==> config.mk <==
export PLATFORM = sky130hd
export DESIGN_NAME = core_id_hazard_scoreboard
export DESIGN_NICKNAME = d
export VERILOG_FILES = /design/src/rtl/core_id_hazard_scoreboard.sv
export SDC_FILE = /design/constraint.sdc
export NUM_CORES = 1
export LEC_CHECK = 0
export ABC_CLOCK_PERIOD_IN_PS = 8600
export BUFFER_PORTS_ARGS = -buffer_cell sky130_fd_sc_hd__buf_2
export CELL_PAD_IN_SITES_DETAIL_PLACEMENT = 1
export CELL_PAD_IN_SITES_GLOBAL_PLACEMENT = 2
export CORE_ASPECT_RATIO = 1.5
export CORE_MARGIN = 3
export CORE_UTILIZATION = 41
export DETAILED_ROUTE_END_ITERATION = 8
export GPL_ROUTABILITY_DRIVEN = 1
export PLACE_DENSITY = 0.87
export SLEW_MARGIN = 20
export SYNTH_ARGS = -nofsm -noshare
export SYNTH_HDL_FRONTEND = slang
export SYNTH_SLANG_ARGS = --single-unit
==> constraint.sdc <==
create_clock -name clk -period 8.6 [get_ports clk]
set_input_delay 0.86 -clock clk [delete_from_list [all_inputs] [get_ports clk]]
set_output_delay 0.86 -clock clk [all_outputs]
set_load 0.02 [all_outputs]
==> src/rtl/core_id_hazard_scoreboard.sv <==
// core_id_hazard_scoreboard: per-register latency scoreboard driving the ID stall
module core_id_hazard_scoreboard #(
  parameter int REG_NUM     = 32,
  parameter int LAT_W       = 3,
  parameter int STORE_SLACK = 1,
  parameter int CNT_W       = 32
) (
  input  logic                       clk,
  input  logic                       rst_n,
  input  logic [$clog2(REG_NUM)-1:0] rs1,
  input  logic                       rs1_valid,
  input  logic [$clog2(REG_NUM)-1:0] rs2,
  input  logic                       rs2_valid,
  input  logic                       rs2_store_only,
  input  logic                       id_valid,
  input  logic                       id_issue,
  input  logic [$clog2(REG_NUM)-1:0] id_rd,
  input  logic                       id_reg_write,
  input  logic [LAT_W-1:0]           id_lat,
  input  logic                       wb_valid,
  input  logic [$clog2(REG_NUM)-1:0] wb_rd,
  input  logic                       flush,
  output logic                       insert_nop,
  output logic [REG_NUM-1:0]         busy_mask,
  output logic [CNT_W-1:0]           stall_cycles
);
  localparam int AW = $clog2(REG_NUM);
  localparam logic [LAT_W-1:0] LAT_UNK = '1;
  localparam logic [LAT_W-1:0] SLACK = LAT_W'(STORE_SLACK);
  logic [LAT_W-1:0] cnt [REG_NUM];
  logic [REG_NUM-1:0] young;
  logic [LAT_W-1:0] c1, c2;
  logic h1, h2, alloc;
  // hazard detection uses only registered state and ID sources, never wb_* or id_rd
  always_comb begin
    c1 = cnt[rs1];
    c2 = cnt[rs2];
    h1 = rs1_valid && rs1 != '0 && c1 != '0;
    h2 = rs2_valid && rs2 != '0 && c2 != '0 &&
         !(rs2_store_only && c2 != LAT_UNK && c2 <= SLACK);
    insert_nop = id_valid && !flush && (h1 || h2);
    alloc = id_issue && !flush && !insert_nop && id_reg_write && id_rd != '0;
  end
  // x0 is never tracked, so its bit is tied low
  always_comb begin
    busy_mask = '0;
    for (int i = 1; i < REG_NUM; i++) busy_mask[i] = cnt[i] != '0;
  end
  // counter update: flush of young entry, then allocation, then writeback, then countdown
  always_ff @(posedge clk or negedge rst_n) begin
    if (!rst_n) begin
      for (int i = 0; i < REG_NUM; i++) cnt[i] <= '0;
      young <= '0;
      stall_cycles <= '0;
    end else begin
      stall_cycles <= stall_cycles + CNT_W'(insert_nop);
      for (int i = 1; i < REG_NUM; i++) begin
        young[i] <= 1'b0;
        if (flush && young[i]) cnt[i] <= '0;
        else if (alloc && id_rd == AW'(i)) begin
          cnt[i] <= id_lat;
          young[i] <= id_lat != '0;
        end else if (wb_valid && wb_rd == AW'(i) && cnt[i] == LAT_UNK) cnt[i] <= '0;
        else if (cnt[i] != '0 && cnt[i] != LAT_UNK) cnt[i] <= cnt[i] - 1'b1;
      end
    end
  end
endmodule

# == Yosys cells after proc, flatten, opt, wreduce, memory -nomap -nowiden ==
# Cells that the tools add are included.
# Widths: inputs -> output; s select.
# totals
regBits,156
input_bits,33
output_inout_bits,65
word_cells,627
# classes
addsub,32
magnitude_cmp,3
eq_ne,125
mux,192
bitwise,2
reduce_logical,240
# op_table
operator,n
$mux 3,128
$logic_and 1x1->1,168
$eq 5x5->1 const B,32
$reduce_bool 4->1,31
$reduce_bool 3->1,34
$ne 3x3->1 const B,32
$eq 3x3->1 const B,31
$sub 3x1->3 const B,31
$eq 5x4->1 const B,16
$mux 1,62
$eq 5x3->1 const B,8
$add 32x1->32,1
$bmux 3 s5,2
$eq 5x2->1 const B,4
$reduce_bool 5->1,3
$ge 6x6->1 const B,2
$not 5->6,2
$eq 5x1->1 const B,2
$le 3x1->1 const B,1
$logic_not 1->1,3
$logic_or 1x1->1,1

# == Longest topological paths before layout ==
# Gate-level depths: netlist (run 1).
# depth
ltp_word,18
mapped_depth,17
mapped_depth_nobuf,13

# == Least setup slack after synthesis (run 1) ==
# Ideal clock, no wire load.
# synth_path
path_type,input to register
startpoint,input port rs2[0]
endpoint,register stall_cycles[30]
setup_time_ps,80
arrival_time_ps,4105
required_ps,8520
slack_ps,4416
stages,17
path_buffers,4
cell_sequence,buf_4 buf_4 mux2i_1 o221ai_1 o21ai_0 a311o_1 a21oi_2 or2_1 buf_6 buf_6 ha_1 ha_1 nand4_1 nor3_1 nand2b_1 nor3_1 xor2_1
# synth_between
elab_chain_len,12
word_cells_on_any_way,17
classes_between,add/sub: 1; order compare: 1; eq/ne: 1; mux: 3; bitwise: 1; reduce/logical: 10
# synth_rtl
element,line,rtl
"start, declared",12,"input logic [$clog2(REG_NUM)-1:0] rs2,"
"parallel branches: the longest is 8 deep, another holds $le 3x1->1",-,
$logic_and 1x1->1 (*),39,h2 = rs2_valid && rs2 != '0 && c2 != '0 &&
$logic_or 1x1->1 (*),41,insert_nop = id_valid && !flush && (h1 || h2);
$logic_and 1x1->1 (*),41,
net insert_nop,23,"output logic insert_nop,"
$add 32x1->32 (*),56,stall_cycles <= stall_cycles + CNT_W'(insert_nop);
"end signal, assigned",56,
"end, declared",25,output logic [CNT_W-1:0] stall_cycles
# Mark *: on every way through the listed nets, which the timed path passes. The select of a mux whose other input is x is not followed.
# A chain may end at the register's enable or synchronous reset.

# == Worst setup path in the final report (run 1) ==
# layout_path
startpoint,input port rs1[1]
endpoint,output port insert_nop
# layout_between
elab_chain_len,8
word_cells_on_any_way,10
classes_between,mux: 3; bitwise: 1; reduce/logical: 6
# layout_rtl
element,line,rtl
"start, declared",10,"input logic [$clog2(REG_NUM)-1:0] rs1,"
$not 5->6 (not written as such),36,c1 = cnt[rs1];
$bmux 3 s5,36,
$mux 3 (not written as such) (2 in series),36,
$reduce_bool 3->1,38,h1 = rs1_valid && rs1 != '0 && c1 != '0;
$logic_and 1x1->1 (*),38,
$logic_or 1x1->1 (*),41,
$logic_and 1x1->1 (*),41,
"end, declared",23,
# Every way passes the cells marked *; elsewhere a longest branch is shown, timed or not. The select of a mux whose other input is x is not followed.

==> results.md, run 1 <==
* Clk_lat worst skew at 0.46 ns
* DR pass1 iterations at 4
* Worst-path clk slew at around 0.060 ns
* Highest Clock Rate at approximately 200 MHz
* # fillers at around 3300
* XOR/XNOR Fraction of Synth Area at 2.23%
* Net Sw Frac at 46.0%
* Initial antenna violation count at 4
* Main combinational cell family by area after synthesis: simple AND/OR/NAND/NOR gates
* Share of the synthesized area in the top cell type at around a third
* Drt wl/cell at 22.3 um
* Fin crit share at 56.6%
* Worst VDD drop at ~0.18 mV
* #FFs+latches synth at roughly 160
* Final core utilization at between 40% and 50%
* Die width at roughly 140 um
* Pins Over Slew Limit at 0
* Clock sinks at roughly 160
* Cell Count Post-Placement at between 1500 and 2000
* Standard-cell rows at 75
* Setup TNS at 0 ns
* Crit path max fanout at 32
* Number of synthesized flops with an enable pin at 0
* Comb pwr share at 49.0%
* Dominant delay contributor by cell family on the critical path: compound AO/OA/AOI/OAI gates
* RD Place Congestion at 0.886
* Worst Setup End Kind: output port
* Outcome: completed
* DRT iter0 DRCs at roughly 490
* Core ar. at roughly 28000 um2
* Critical path depth at 9
* Tmin final at roughly 5 ns
* Crit. Startpoint: rs1[1]
* First-pass GRT wire length at roughly 61 mm
* Setup crit end: insert_nop
* R2r setup slk at approximately 4.0 ns
* Yosys top cell by area: dfrtp_1
* Via count at between 10000 and 15000
* Ys flop type: dfrtp_1
* Vias/cell at between 5 and 6
* Syn. warnings at 3
* Clk pwr share at between 10% and 20%
* Worst Reg-to-Reg Cells at 13
* Simple-gate share of the synthesized area at ~28%
* Worst EP required at ~7.7 ns
* Vias in the first global route at ~11000
* GRT overflow at 0
* CTS resizes at 0
* Remaining DRCs at 0
* Critical-path cell list: buf_2 > nor4_1 > a31o_2 > mux4_2 > o221ai_1 > o311a_4 > or2_1 > buf_4 > buf_2
* CP Data Arrival Time at around 4.0 ns
* Total GRT Usage at ~26%
* Share of layout cells above drive strength 1 at about 14%
* Power Dens Cells at 327 nW/um2
* Slew Limit Headroom at about 24%
* Antenna-violating nets left at 0
* Syn_nets at 1422
* Fin nets at 1500
* Final std cells w/o fill at ~1700
* Largest cells by area after synthesis: dfrtp_1 33%, ha_1 10%, mux2i_1 8.3%
* Compound-Gate Fraction of Synth Area at 12.5%
* Post-Synth Adder-Cell Area at approximately a tenth
* Root buffer cell: clkbuf_16
* Max incr delay on CP at 0.86 ns
* Post-synth ARST share at between 90% and 100%
* WP buf/inv at 3
* Mean Syn Cell Area at 9.10 um2
* Top cells by instance count after synthesis: 204 x nand2_1, 156 x dfrtp_1, 107 x a21oi_1
* DIE AREA at roughly 31000 um2
* NetSw at slightly below 2 mW
* Sequential area share after synthesis at between 30 and 40%
* Max Cap Viol at 0
* Fin. Hold Viols at 0
* Least-Margin Pin Slew at 1.13 ns
* Final instance area at ~13000 um2
* Initial core utilization at 41.8%
* Yosys cell types at between 60 and 70
* Synthesized cell area at between 10000 and 15000 um2
* Most frequent cell after synthesis: nand2_1
* Worst reg2reg path endpoint: stall_cycles[28]$_DFF_PN0_
* Hold-fix buffers at CTS at 0
* Final setup viols at 0
* Multi-input logic area at roughly 7400 um2
* Area Overhead vs Synth at 11.4%
* Worst path most repeated cell: buf_2
* Slowest stage cell, crit path: o311a_4
* H-tree levels at 4
* Crit start category: primary input
* Clock Skew at roughly 0.0076 ns
* Internal power at roughly 2.3 mW
* FF/Latch Area at 3900 um2
* CTS tree: done
* Die Ht at 214 um
* Placed Area at 12500 um2
* Setup bufs post-CTS at 0
* Bufs on Longest Clock Path at 2
* Mux contribution to synthesized area at about a tenth
* Dpl hpwl at approximately 29 mm
* Leakage at 5.82 nW
* Total power at ~4.3 mW
* Largest net degree at the start of global routing at 84
* Ports at roughly 100
* Min-delay worst type: in2async
* Critical path class: in2out
* Final wirelength at 38.7 mm
* Gate Count Post-Synth at 1294
* CTS Buf Count at 17
* Reg power frac at approximately 32%
* RSZ-0062 raised after global routing: false
* I/O Buffers at 96
* RR Startpoint: cnt[39]$_DFFE_PN0P_
worst register-to-register path: stages, from the launching register on:
cell and delay, ns:
dfrtp_1 0.44, inv_1 0.15, a32o_1 0.27, mux4_2 0.45
o221ai_1 0.23, o311a_4 0.86, or2_1 0.27, ha_1 0.29
ha_1 0.32, nand4_1 0.23, nor3_1 0.44, nand2b_1 0.23
nor3_1 0.24, xor2_1 0.17
cell usage in the layout, fill, tap and decap left out, drive strengths merged, types with 4 or more instances in the layout:
cell type	netlist	layout
nand4	15	15
nor4b	11	11
xor2	10	10
buf	20	104
xnor2	20	20
ha	95	95
a221oi	6	6
a31oi	5	5
o21ai	8	8
clkinvlp	0	4
mux2i	98	98
mux4	7	7
nor3	27	27
nand3	41	41
nor3b	32	32
clkinv	0	4
a211oi	5	5
dfrtp	156	156
a21oi	108	108
and3	9	9
clkbuf	25	19
nor4	68	68
a21boi	16	16
o311ai	4	4
nor2	96	96
inv	69	71
nor2b	7	7
nand2	204	204
nand2b	39	39
o21bai	46	46
o221ai	4	4
o311a	4	4
area by class of cell:
class | count | share of cell area [%]
Antenna cell | 1 | 0.0191
Clock buffer | 19 | 3.37
Clock inverter | 13 | 1.26
Inverter | 69 | 1.97
Multi-Input combinational cell | 1024 | 56.2
Sequential cell | 156 | 29.7
Tap cell | 346 | 3.30
Timing Repair Buffer | 104 | 4.16
worst min path at each step:
stage | depth (start not counted) | from | slack [ns] | to
after floorplan | 0 | rst_n | 0.56 | cnt[0]$_DFFE_PN0P_
after global placement | 1 | stall_cycles[31]$_DFF_PN0_ | 0.46 | stall_cycles[31]$_DFF_PN0_
after detailed placement | 1 | stall_cycles[31]$_DFF_PN0_ | 0.46 | stall_cycles[31]$_DFF_PN0_
after CTS | 1 | stall_cycles[31]$_DFF_PN0_ | 0.48 | stall_cycles[31]$_DFF_PN0_
after global routing | 1 | rst_n | 0.50 | cnt[53]$_DFFE_PN0P_
final | 1 | rst_n | 0.44 | cnt[53]$_DFFE_PN0P_
sequential cells by signal (all words and copies together) (netlist names):
signal        flops
stall_cycles     32
young            31
cnt              93
kinds of logic after synthesis:
family / Yosys count
xor+xnor: 30
flops: 156
mux: 106
other cells: 1
buf+inv: 114
compound gates: 227
simple gates: 565
fa+ha+maj: 95
stage by stage:
| step | hold slack, ns | setup WS [ns] |
|---|---|---|
| after CTS | 0.477 | 3.75 |
| after floorplan | 0.562 | 4.42 |
| final | 0.443 | 3.73 |
| after detailed placement | 0.462 | 3.29 |
| after global placement | 0.462 | 3.38 |
| after global routing | 0.499 | 3.34 |
power by group through the flow:
| stage | clock network [mW] | logic, mW | registers (mW) |
|---|---|---|---|
| global placement | 0 | 2.00 | 1.39 |
| floorplan | 0 | 1.59 | 1.25 |
| global route | 0.844 | 2.42 | 1.43 |
| CTS | 0.819 | 2.13 | 1.38 |
| detailed placement | 0 | 2.11 | 1.39 |
| finish | 0.803 | 2.11 | 1.39 |
layer usage:
layer / vias up / global-route usage [%] / routed length [um]
met1: 5206 / 29.8 / 15000
met5: - / 0 / 21
met3: 96 / 4.69 / 1730
met4: 4 / 12.1 / 1820
li1: 4774 / - / -
met2: 253 / 46.0 / 20100
Power figures use the tool's default switching activity.
==> run 2, diff against run 1 <==
--- a/config.mk
+++ b/config.mk
@@ -5,16 +5,16 @@
 export SDC_FILE = /design/constraint.sdc
 export NUM_CORES = 1
 export LEC_CHECK = 0
-export ABC_CLOCK_PERIOD_IN_PS = 8600
+export ABC_CLOCK_PERIOD_IN_PS = 4290
 export BUFFER_PORTS_ARGS = -buffer_cell sky130_fd_sc_hd__buf_2
 export CELL_PAD_IN_SITES_DETAIL_PLACEMENT = 1
 export CELL_PAD_IN_SITES_GLOBAL_PLACEMENT = 2
 export CORE_ASPECT_RATIO = 1.5
 export CORE_MARGIN = 3
-export CORE_UTILIZATION = 41
+export CORE_UTILIZATION = 35
 export DETAILED_ROUTE_END_ITERATION = 8
 export GPL_ROUTABILITY_DRIVEN = 1
-export PLACE_DENSITY = 0.87
+export PLACE_DENSITY = 0.79
 export SLEW_MARGIN = 20
 export SYNTH_ARGS = -nofsm -noshare
 export SYNTH_HDL_FRONTEND = slang
==> constraint.sdc (replaced) <==
create_clock -name clk -period 4.29 [get_ports clk]
set_input_delay 0.429 -clock clk [delete_from_list [all_inputs] [get_ports clk]]
set_output_delay 0.429 -clock clk [all_outputs]
set_load 0.02 [all_outputs]
==> results.md, run 2 (synthesis gave the netlist of run 1 again) <==
* Critical path class: reg2reg
* Drt wl/cell at 22.6 um (+1.2%)
* Crit path max fanout at 6 (-81%)
* Biggest regs: cnt (93), stall_cycles (32), young (31)
* Remaining DRCs at 0 (unchanged)
* Worst Reg-to-Reg Cells at 13 (unchanged)
* Vias/cell at 5.72 (-4.1%)
* Max Cap Viol at 0 (unchanged)
* Pins Over Slew Limit at 0 (unchanged)
* FF/Latch Area at 3900 um2 (unchanged)
* Largest net degree at the start of global routing at 103 (+23%)
* Power Dens Cells at 655 nW/um2 (+100%)
* Crit start category: flip-flop
* DIE AREA at 35900 um2 (+17%)
* Worst-path clk slew at 0.07 ns (about the same)
* DR pass1 iterations at 5 (+1)
* DRT iter0 DRCs at 393 (-19%)
* Root buffer cell: clkbuf_16
* Biggest register: cnt
* Min-delay worst type: in2reg
* Min Hold Slack at 0.396 ns (-0.0471 ns)
* Commonest non-fill, non-tap cell in the layout: nand2_1
* Total GRT Usage at 23.1% (-2.8 points)
* Final WS setup at 0.394 ns (-3.34 ns)
* Share of layout cells above drive strength 1 at 14.7% (+0.92 points)
* Die Ht at 231 um (+8.0%)
* I/O Buffers at 96 (unchanged)
* Least-Margin Pin Slew at 1.07 ns (-0.0640 ns)
* GRT overflow at 0 (unchanged)
* Final instance area at 13400 um2 (+1.7%)
* # fillers at 3837 (+17%)
* Standard-cell rows at 81 (+8.0%)
* Cell Count Post-Placement at 1781 (+4.8%)
* Outcome: completed
* First-pass GRT wire length at 63.5 mm (+3.7%)
* Antenna-violating nets left at 0 (unchanged)
* CTS Buf Count at 17 (unchanged)
* Slew Limit Headroom at 28.7% (+4.3 points)
* Via count at 10400 (+0.69%)
* Fin nets at 1515 (+1.0%)
* Final wirelength at 41.1 mm (+6.3%)
* Multi-input logic area at 7380 um2 (unchanged)
* Worst EP required at 4.68 ns (-3.06 ns)
* Max FFs per register at 93 (unchanged)
* H-tree levels at 4 (unchanged)
* Initial core utilization at 35.8% (-6.1 points)
* Post-place setup slack at 0.188 ns (-3.10 ns)
* Worst VDD drop at 0.308 mV (+76%)
* Final std cells w/o fill at 1818 (+5.0%)
* Placed Area at 12700 um2 (+1.6%)
* CTS tree: done
* Setup TNS at 0 ns (unchanged)
* CP Data Arrival Time at 4.29 ns (+0.28 ns)
* RR Startpoint: cnt[39]$_DFFE_PN0P_
* Fin crit share at between 90% and 100%
* Leakage at 5.90 nW (+1.5%)
* Vias in the first global route at 10900 (+0.073%)
* Dpl hpwl at 30.5 mm (+6.8%)
* Final setup viols at 0 (unchanged)
* Fin. Hold Viols at 0 (unchanged)
* Core ar. at 32900 um2 (+17%)
* Clock sinks at 156 (unchanged)
* Area Overhead vs Synth at 13.4%
* Clk_lat worst skew at 0.46 ns (about the same)
* Tmin final at 3.90 ns
* Worst hold path depth at 4
* Most frequent cells in the layout: 204 x nand2_1, 156 x dfrtp_1, 107 x a21oi_1
* Ports at 98 (unchanged)
* Bufs on Longest Clock Path at 2 (unchanged)
* Worst Setup End Kind: flip-flop
* Highest Clock Rate at 257 MHz
* Clock Skew at 0.0103 ns (+0.00266 ns)
* Die width at 156 um (+7.9%)
* R2r setup slk at 0.39 ns (-3.56 ns)
* RD Place Congestion at 0.876 (-1.1%)
* Min-delay src: id_rd[4]
* Initial antenna violation count at 3 (-1)
* Hold endpoint: young[25]$_DFF_PN0_
* RSZ-0062 raised after global routing: false
* Worst reg2reg path endpoint: stall_cycles[28]$_DFF_PN0_
==> run 2: how the worst max path moves through the flow <==
| stage | start | to | slack (ns) | depth (start not counted) |
|---|---|---|---|---|
| floorplan | rs2[0] | stall_cycles[30]$_DFF_PN0_ | 0.54 | 17 |
| finish | cnt[39]$_DFFE_PN0P_ | stall_cycles[28]$_DFF_PN0_ | 0.39 | 13 |
| global placement | rs2[0] | stall_cycles[30]$_DFF_PN0_ | 0.29 | 14 |
| detailed placement | rs2[0] | stall_cycles[30]$_DFF_PN0_ | 0.19 | 14 |
| global route | cnt[39]$_DFFE_PN0P_ | stall_cycles[28]$_DFF_PN0_ | 0.08 | 13 |
| CTS | cnt[45]$_DFFE_PN0P_ | stall_cycles[28]$_DFF_PN0_ | 0.37 | 13 |
==> run 2: cell type report <==
cell class	count	share of cell area, %
inverter	69	1.94
tap	415	3.89
sequential	156	29.2
antenna	3	0.0562
clock buffer	17	3.18
clock inverter	15	1.29
multi-input combinational	1024	55.2
timing repair buffer	119	5.20
==> run 2: routing by layer <==
metal / routed length (um) / vias to the layer above / GRT usage [%]
met1: 16400 / 5317 / 26.4
met2: 21600 / 220 / 41.7
li1: - / 4787 / -
met4: 1700 / 0 / 11.1
met3: 1470 / 80 / 3.17
met5: 0 / - / 0
==> run 2: critical path, cell delays in order (launching register included) <==
cell	delay, ns
dfrtp_1	0.43
inv_1	0.10
a32o_1	0.24
mux4_2	0.46
o221ai_1	0.24
o311a_4	0.23
or2_1	0.17
ha_1	0.30
ha_1	0.31
nand4_1	0.23
nor3_1	0.46
nand2b_1	0.25
nor3_1	0.23
xor2_1	0.16
==> run 2: where the power goes <==
| part | switching [mW] | internal [mW] | total, mW |
|---|---|---|---|
| registers | 0.820 | 1.98 | 2.80 |
| logic | 2.55 | 1.79 | 4.34 |
| clock network | 0.733 | 0.877 | 1.61 |
| total | 4.10 | 4.64 | 8.74 |
==> run 2: repair_timing <==
| action | in CTS | in global routing |
|---|---|---|
| hold endpoints to repair | 0 | 25 |
| setup buffers | 0 | 0 |
| gates resized for setup | 0 | 0 |
| endpoints found under the setup margin | 0 | 0 |
| hold buffers | 0 | 1 |
==> run 2: stage by stage <==
step / utilization, % / power (mW)
6_report: 40.6 / 8.74
5_1_grt: 40.6 / 9.50
4_1_cts: 40.4 / 8.81
3_5_place_dp: 38.6 / 7.16
3_3_place_gp: 38.6 / 6.98
2_1_floorplan: - / 5.68
==> run 3, diff against run 2 <==
--- a/config.mk
+++ b/config.mk
@@ -6,15 +6,16 @@
 export NUM_CORES = 1
 export LEC_CHECK = 0
 export ABC_CLOCK_PERIOD_IN_PS = 4290
-export BUFFER_PORTS_ARGS = -buffer_cell sky130_fd_sc_hd__buf_2
 export CELL_PAD_IN_SITES_DETAIL_PLACEMENT = 1
 export CELL_PAD_IN_SITES_GLOBAL_PLACEMENT = 2
 export CORE_ASPECT_RATIO = 1.5
 export CORE_MARGIN = 3
-export CORE_UTILIZATION = 35
+export CORE_UTILIZATION = 37
 export DETAILED_ROUTE_END_ITERATION = 8
+export DONT_BUFFER_PORTS = 1
 export GPL_ROUTABILITY_DRIVEN = 1
-export PLACE_DENSITY = 0.79
+export PLACE_DENSITY = 0.78
+export REMOVE_ABC_BUFFERS = 1
 export SLEW_MARGIN = 20
 export SYNTH_ARGS = -nofsm -noshare
 export SYNTH_HDL_FRONTEND = slang
==> results.md, run 3 (synthesis gave the netlist of run 1 again) <==
* Cell Count Post-Placement at 1659 (-6.9%)
* Area Overhead vs Synth at 7.70%
* Final core utilization at 40.6% (+0.064 points)
* Tmin final at 3.86 ns (-0.0375 ns)
* Worst EP required at 4.67 ns (about the same)
* I/O Buffers at 0 (-100%)
* Bufs on Longest Clock Path at 2 (unchanged)
* Min Hold Slack at -0.0341 ns (-0.430 ns)
* Core ar. at 31200 um2 (-5.2%)
* DIE AREA at 34100 um2 (-5.2%)
* H-tree levels at 4 (unchanged)
* Post-place setup slack at 0.296 ns (+0.108 ns)
* Crit start category: flip-flop
* Final setup viols at 0 (unchanged)
* Initial antenna violation count at 0 (-3)
* Final std cells w/o fill at 1691 (-7.0%)
* Biggest register: cnt
* Crit path max fanout at 6 (unchanged)
* Worst Setup End Kind: flip-flop
* Clock Skew at 0.0169 ns (+0.00662 ns)
* Most frequent cells in the layout: 204 x nand2_1, 156 x dfrtp_1, 107 x a21oi_1
* GRT overflow at 0 (unchanged)
* Via count at 9855 (-5.3%)
* Power Dens Cells at 648 nW/um2 (-1.0%)
* CTS Buf Count at 17 (unchanged)
* Leakage at 5.42 nW (-8.2%)
* DRT iter0 DRCs at 470 (+20%)
* CTS tree: done
* Initial core utilization at 37.7% (+2.0 points)
* Failing checks: hold timing
* Fin. Hold Viols at 32 (+32)
* Worst-path clk slew at 0.07 ns (about the same)
* Largest net degree at the start of global routing at 157 (+52%)
* Commonest non-fill, non-tap cell in the layout: nand2_1
* Ports at 98 (unchanged)
* Highest Clock Rate at 259 MHz (+0.97%)
* Slew Limit Headroom at 28.5% (-0.21 points)
* Clock sinks at 156 (unchanged)
* DR pass1 iterations at 5 (unchanged)
* Final instance area at 12700 um2 (-5.0%)
* Antenna-violating nets left at 0 (unchanged)
* Die width at 152 um (-2.6%)
* Ant diodes at 0 (-3)
* Final wirelength at 39.4 mm (-4.3%)
* Die Ht at 225 um (-2.7%)
* Max Cap Viol at 0 (unchanged)
* Pins Over Slew Limit at 0 (unchanged)
* Fin nets at 1402 (-7.5%)
* Vias/cell at 5.83 (+1.8%)
* Max FFs per register at 93 (unchanged)
* Vias in the first global route at 10500 (-3.7%)
* RD Place Congestion at 0.843 (-3.9%)
* Wl on met1 at 14.9 mm (-8.7%)
* Least-Margin Pin Slew at 1.07 ns (+0.00308 ns)
* Remaining DRCs at 0 (unchanged)
* Root buffer cell: clkbuf_16
* Total GRT Usage at 23.8% (+0.69 points)
* Outcome: finished, violations left
* RSZ-0062 raised after global routing: false
* Met3 WL at 2.49 mm (+70%)
* CP Data Arrival Time at 4.24 ns (-0.05 ns)
* Met2 routed WL at 20.4 mm (-5.5%)
* Placed Area at 12100 um2 (-4.9%)
* Min-delay worst type: in2async
* Critical path class: reg2reg
* Fin crit share at 89.9% (-0.88 points)
* Dpl hpwl at 27.7 mm (-9.2%)
* Worst VDD drop at 0.320 mV (+3.9%)
* Standard-cell rows at 79 (-2.5%)
* Final WS setup at 0.431 ns (+0.0375 ns)
* Share of layout cells above drive strength 1 at 7.39% (-7.3 points)
* Uppermost routed layer: met4
* Biggest regs: cnt (93), stall_cycles (32), young (31)
* First-pass GRT wire length at 61.4 mm (-3.3%)
* Drt wl/cell at 23.3 um (+2.9%)
* Clk_lat worst skew at 0.46 ns (about the same)
## run 3: cell type report
class,instances,area (um2)
flip-flops and latches,156,3900
fillers,3662,18500
multi-input cells,1024,7380
inverters,69,259
repair buffers,6,65.1
clock inverters,14,145
clock buffers,17,425
well taps,405,507
## run 3: where the power goes
part           leakage [nW]  internal, mW  switching, mW  total, mW
clock network         0.279         0.818          0.725       1.54
logic                  3.14          1.62           2.34       3.96
registers              2.00          1.98          0.736       2.71
total                  5.42          4.42           3.80       8.22
## run 3: routing by layer
layer	global-route usage [%]	vias up
met4	9.81	0
met3	6.39	74
met2	42.4	237
li1	-	4571
met5	0	-
met1	26.4	4973
## run 3: repair_timing
| item | in CTS | in global routing |
|---|---|---|
| gates resized for setup | 0 | 0 |
| hold buffers | 1 | 0 |
| hold endpoints to repair | 156 | 0 |
| setup endpoints to repair | 0 | 0 |
| buffers inserted | 0 | 0 |
## run 3: worst paths after layout
check	depth (start not counted)	startpoint	end	slack [ns]
worst max-delay path	13	cnt[41]$_DFFE_PN0P_	stall_cycles[30]$_DFF_PN0_	0.43
worst min-delay path	1	rst_n	cnt[86]$_DFFE_PN0P_	-0.03
worst max register to register	13	cnt[41]$_DFFE_PN0P_	stall_cycles[30]$_DFF_PN0_	0.43
worst min register to register	3	young[1]$_DFF_PN0_	cnt[92]$_DFFE_PN0P_	0.62
max in group asynchronous	1	rst_n	cnt[59]$_DFFE_PN0P_	3.60
min in group clk	1	id_rd[4]	young[12]$_DFF_PN0_	0.04
## run 3: metrics by stage
stage	setup TNS [ns]	total power, mW
floorplan	-62.96	5.62
global placement	0	6.53
detailed placement	0	6.70
CTS	0	8.33
global route	0	9.05
finish	0	8.22
## run 3: worst max-delay path, stage by stage, from the launching register on
cell and delay, ns:
dfrtp_1 0.42, nor2_1 0.08, a32o_1 0.26, mux4_2 0.49, o221ai_1 0.21, o311a_4 0.22
or2_2 0.15, ha_1 0.28, ha_1 0.30, nand4_1 0.23, nor3_1 0.48, nand2b_1 0.24
nor3_1 0.23, xor2_1 0.18
